--- config.mk ---
export PLATFORM = sky130hd
export DESIGN_NAME = clk_period_meter
export DESIGN_NICKNAME = d
export VERILOG_FILES = /design/src/rtl/clk_period_meter.sv
export SDC_FILE = /design/constraint.sdc
export NUM_CORES = 1
export LEC_CHECK = 0
export BUFFER_PORTS_ARGS = -buffer_cell sky130_fd_sc_hd__buf_2
export CAP_MARGIN = 10
export CORE_ASPECT_RATIO = 1.1
export CORE_MARGIN = 2
export CORE_UTILIZATION = 47
export DETAILED_ROUTE_END_ITERATION = 7
export PLACE_DENSITY = 0.65
export SLEW_MARGIN = 30
export SYNTH_ARGS = -nofsm -noshare
export SYNTH_HDL_FRONTEND = slang
export SYNTH_SLANG_ARGS = --single-unit
--- constraint.sdc ---
create_clock -name clk -period 3.83 [get_ports clk]
set_input_delay 0 -clock clk [delete_from_list [all_inputs] [get_ports clk]]
set_output_delay 0 -clock clk [all_outputs]
set_load 0.05 [all_outputs]
--- src/rtl/clk_period_meter.sv ---
// Measures one full period of a divided clock in system-clock cycles.
// Reports high, low and total time plus a 50% duty check.
module clk_period_meter #(
  parameter int          CNT_W   = 16,
  parameter int unsigned TIMEOUT = 16'hFFFF
) (
  input  logic             clk,
  input  logic             rst_n,
  input  logic             clk_in,
  input  logic             start,
  output logic             busy,
  output logic             done,
  output logic [CNT_W-1:0] high_time,
  output logic [CNT_W-1:0] low_time,
  output logic [CNT_W-1:0] period,
  output logic             duty_ok,
  output logic             timeout
);

  localparam logic [CNT_W-1:0] L_TMO = CNT_W'(TIMEOUT);
  localparam logic [CNT_W-1:0] L_ONE = CNT_W'(1);

  typedef enum logic [2:0] {
    S_IDLE,
    S_ARM,
    S_WRISE,
    S_HIGH,
    S_LOW,
    S_DONE
  } state_t;

  state_t           r_state;
  state_t           w_state_nx;
  logic             r_s1;
  logic             r_s2;
  logic             r_s3;
  logic [CNT_W-1:0] r_wd;
  logic [CNT_W-1:0] r_hcnt;
  logic [CNT_W-1:0] r_lcnt;
  logic             w_rise;
  logic             w_fall;
  logic             w_wd_exp;
  logic             w_tmo;
  logic [CNT_W:0]   w_sum;
  logic [CNT_W-1:0] w_per;
  logic [CNT_W-1:0] w_diff;
  logic             w_duty;

  assign w_rise   = r_s2 & ~r_s3;
  assign w_fall   = ~r_s2 & r_s3;
  assign w_wd_exp = (r_wd >= L_TMO);

  assign w_sum  = {1'b0, r_hcnt} + {1'b0, r_lcnt};
  assign w_per  = w_sum[CNT_W] ? '1 : w_sum[CNT_W-1:0];
  assign w_diff = (r_hcnt >= r_lcnt) ? (r_hcnt - r_lcnt)
                                     : (r_lcnt - r_hcnt);
  assign w_duty = (w_diff <= L_ONE);

  assign busy = (r_state == S_ARM)  || (r_state == S_WRISE) ||
                (r_state == S_HIGH) || (r_state == S_LOW);
  assign done = (r_state == S_DONE);

  always_comb begin
    w_state_nx = r_state;
    w_tmo      = 1'b0;
    unique case (r_state)
      S_IDLE: begin
        if (start) w_state_nx = S_ARM;
      end
      S_ARM: begin
        if (!r_s2) begin
          w_state_nx = S_WRISE;
        end else if (w_wd_exp) begin
          w_state_nx = S_DONE;
          w_tmo      = 1'b1;
        end
      end
      S_WRISE: begin
        if (w_rise) begin
          w_state_nx = S_HIGH;
        end else if (w_wd_exp) begin
          w_state_nx = S_DONE;
          w_tmo      = 1'b1;
        end
      end
      S_HIGH: begin
        if (w_fall) begin
          w_state_nx = S_LOW;
        end else if (w_wd_exp) begin
          w_state_nx = S_DONE;
          w_tmo      = 1'b1;
        end
      end
      S_LOW: begin
        if (w_rise) begin
          w_state_nx = S_DONE;
        end else if (w_wd_exp) begin
          w_state_nx = S_DONE;
          w_tmo      = 1'b1;
        end
      end
      S_DONE:  w_state_nx = S_IDLE;
      default: w_state_nx = S_IDLE;
    endcase
  end

  always_ff @(posedge clk) begin
    if (!rst_n) begin
      r_state   <= S_IDLE;
      r_s1      <= 1'b0;
      r_s2      <= 1'b0;
      r_s3      <= 1'b0;
      r_wd      <= '0;
      r_hcnt    <= '0;
      r_lcnt    <= '0;
      high_time <= '0;
      low_time  <= '0;
      period    <= '0;
      duty_ok   <= 1'b0;
      timeout   <= 1'b0;
    end else begin
      r_state <= w_state_nx;
      r_s1    <= clk_in;
      r_s2    <= r_s1;
      r_s3    <= r_s2;
      // Any state change is an advancing edge and restarts the watchdog
      if (r_state != w_state_nx) begin
        r_wd <= '0;
      end else if (busy && (r_wd != '1)) begin
        r_wd <= r_wd + L_ONE;
      end
      if ((r_state == S_WRISE) && w_rise) begin
        r_hcnt <= L_ONE;
      end else if ((r_state == S_HIGH) && !w_fall && (r_hcnt != '1)) begin
        r_hcnt <= r_hcnt + L_ONE;
      end
      if ((r_state == S_HIGH) && w_fall) begin
        r_lcnt <= L_ONE;
      end else if ((r_state == S_LOW) && !w_rise && (r_lcnt != '1)) begin
        r_lcnt <= r_lcnt + L_ONE;
      end
      if ((w_state_nx == S_DONE) && (r_state != S_DONE)) begin
        if (w_tmo) begin
          high_time <= '0;
          low_time  <= '0;
          period    <= '0;
          duty_ok   <= 1'b0;
          timeout   <= 1'b1;
        end else begin
          high_time <= r_hcnt;
          low_time  <= r_lcnt;
          period    <= w_per;
          duty_ok   <= w_duty;
          timeout   <= 1'b0;
        end
      end
    end
  end

endmodule

==> flow_summary.json <==
{
  "period_share_pct": 88.64,
  "num_antenna_cells": 0,
  "critPathLaunchType": "register",
  "status": "completed",
  "dp_hpwl_um": 13850,
  "maxSlewHeadroom_pct": 50.96,
  "htree_num_levels": 3,
  "drc_errors": 0,
  "clk_latency_ps": 350,
  "power_mw": 2.060,
  "cp.arrival_ps": 3670,
  "grt_usage_pct": 24.37,
  "multiInputGateArea_um2": 4262,
  "io_buffers": 55,
  "die_h_um": 129.6,
  "synthCells": 842,
  "rows": 45,
  "dr_total_vias": 6076,
  "irDropWorstVdd_uv": 244.7,
  "hold_violations": 0,
  "start_util_pct": 48.50,
  "ys_seq_area_share_pct": 30.87,
  "rsz0062_at_grt": "false",
  "clk_pin_slew_worst_paths_ps": 70,
  "die-area_um2": 15330,
  "setup_ws_ps": 435.1,
  "clock_skew_ps": 6.659,
  "async_reset_ff_share_pct": 0,
  "post_cts_buffers": 0,
  "fmax_mhz": 294.6,
  "cp-startpoint": "r_hcnt[4]$_SDFFE_PP0P_",
  "synth_top_area_share_pct": 30.87,
  "ant_nets": 0,
  "grt_max_degree": 50,
  "syn2layout_area_growth_pct": 9.776,
  "final_cells": 1069,
  "yosys.area_share.adder_pct": 10.17,
  "synth_edf_count": 0,
  "timing.hold.ws_ps": 227.8,
  "cap_violations": 0,
  "tritoncts": "done",
  "dpl.cell_count": 1053,
  "synth-simple-area-share_pct": 22.15,
  "synth.distinct_cells": 72,
  "worst_hold_path_type": "primary input to register",
  "report.final.slew_viol_count": 0,
  "period_needed_ps": 3395,
  "reg2reg_to": "duty_ok$_SDFFE_PN0P_",
  "synth_area_leaders": "dfxtp_1 (31%), ha_1 (9.3%), xnor2_1 (7.0%), nand2_1 (5.0%), nor2_1 (4.7%)",
  "ios": 56,
  "total_leakage_power_nw": 3.050,
  "clock-root-buffer": "clkbuf_16",
  "layout.nets": 934,
  "synth_most_common_cell": "dfxtp_1",
  "coreArea_um2": 13910,
  "postPlaceCellArea_um2": 7109,
  "grt_overflow": 0,
  "synth_nets": 899,
  "drt_iter0_drc": 543,
  "r2r_start": "r_hcnt[4]$_SDFFE_PP0P_",
  "place_ws_ps": 530.7,
  "synthMuxAreaShare_pct": 1.039,
  "yosys.area.top_type": "dfxtp_1",
  "critPathKind": "register to register",
  "cts.sinks": 104,
  "grt_pass1_wl_um": 29840,
  "synth_area_per_cell_um2": 8.011,
  "powerDensity_nw_per_um2": 278.3,
  "r2r_cells": 11,
  "first_global_vias": 5650,
  "final-seq-area_um2": 2082,
  "synth_top_family_by_area": "simple AND/OR/NAND/NOR gates",
  "synth_warnings": 0,
  "wl_um": 18230,
  "n_fill_cell": 1362,
  "crit_path_end": "duty_ok$_SDFFE_PN0P_",
  "final_area_um2": 7405,
  "final_core_util_pct": 53.24,
  "vias_per_cell": 5.684,
  "required_ps": 4100,
  "setup_violations": 0,
  "synth_compound_area_share_pct": 20.74,
  "dr.pass1.iters": 5,
  "clk_path_buf_depth": 2,
  "worstMarginPinSlew_ps": 735.7,
  "wire_per_inst_um": 17.05,
  "end_kind": "register",
  "cts_resized": 0,
  "synth.ff_latch_count": 104,
  "die_w_um": 118.2,
  "synth_ff_type": "dfxtp_1",
  "cp_max_fo": 17,
  "r2r_slack_ps": 440,
  "netlist_area_um2": 6745,
  "cts_buffers": 9,
  "tns_ps": 0,
  "antenna_found_initial": 0,
  "ctsHoldBuffers": 1,
  "layout-drive-gt1-share_pct": 10.78,
  "synthXorXnorAreaFrac_pct": 9.089,
  "routabilityCongestion": 0.9410,
  "ys_top_cells_by_count": "dfxtp_1 (104), nand2_1 (90), nor2_1 (84)"
}
worst max-delay path: stages, from the launching register on:
cell and delay, ps:
dfxtp_1 450, inv_1 130, ha_1 650, a21oi_1 250, o221ai_2 280, a21oi_2 120, a21oi_2 470, mux2i_1 290
a21oi_1 80, xnor2_1 130, a211o_1 300, o31ai_2 170
power by group:
group          internal (mW)  leakage (nW)  switching [mW]
Clock                  0.508         0.140           0.406
Sequential              1.08         0.838         0.00596
Combinational         0.0200          2.07          0.0366
worst min-delay path by stage:
stage          startpoint                endpoint  slack, ps  depth (start not counted)
6_report            rst_n   r_state[1]$_SDFF_PN0_        230                          3
5_1_grt             rst_n  period[9]$_SDFFE_PN0P_        280                          2
3_5_place_dp       clk_in         r_s1$_SDFF_PN0_        210                          2
2_1_floorplan      clk_in         r_s1$_SDFF_PN0_        130                          1
4_1_cts             rst_n   r_state[1]$_SDFF_PN0_        230                          3
3_3_place_gp       clk_in         r_s1$_SDFF_PN0_        210                          2
cells by family after synthesis:
family | after synthesis
multiplexers | 7
adder cells (fa/ha/maj) | 53
AO/OA/AOI/OAI | 200
flip-flops | 104
AND/OR/NAND/NOR | 317
XOR/XNOR | 70
buffers and inverters | 91
cell usage in the layout, fill, tap and decap left out, types with 18 or more instances in the layout:
cell | netlist | routed
dfxtp_1 | 104 | 104
nand2_1 | 90 | 90
nor2_1 | 84 | 84
buf_2 | 11 | 55
xnor2_1 | 54 | 54
nand3_1 | 51 | 51
inv_1 | 50 | 50
ha_1 | 50 | 50
a21oi_1 | 45 | 45
a21boi_0 | 36 | 36
o21ai_0 | 27 | 27
nand4_1 | 18 | 18
registers in the layout (all words and copies together), names as in the netlist:
register and flops:
r_lcnt 16, r_hcnt 16, duty_ok 1, r_wd 16
period 16, r_state 3, high_time 16, timeout 1
r_s2 1, low_time 16, r_s1 1, r_s3 1
routing by layer:
metal / track usage [%] / up-vias / wire length, µm
li1: - / 2986 / -
met1: 34.44 / 2879 / 8751
met2: 37.78 / 193 / 8055
met3: 3.609 / 18 / 988
met4: 9.072 / 0 / 431
met5: 0 / - / 0
area by class of cell:
class                   instances  share of cell area (%)
flip-flops and latches        104                   28.12
repair buffers                 65                   4.765
clock buffers                  11                   3.143
well taps                     188                   3.177
multi-input cells             647                   57.55
inverters                      50                   2.535
clock inverters                 4                  0.7097
Note: power is estimated with default switching activity, not from simulation.
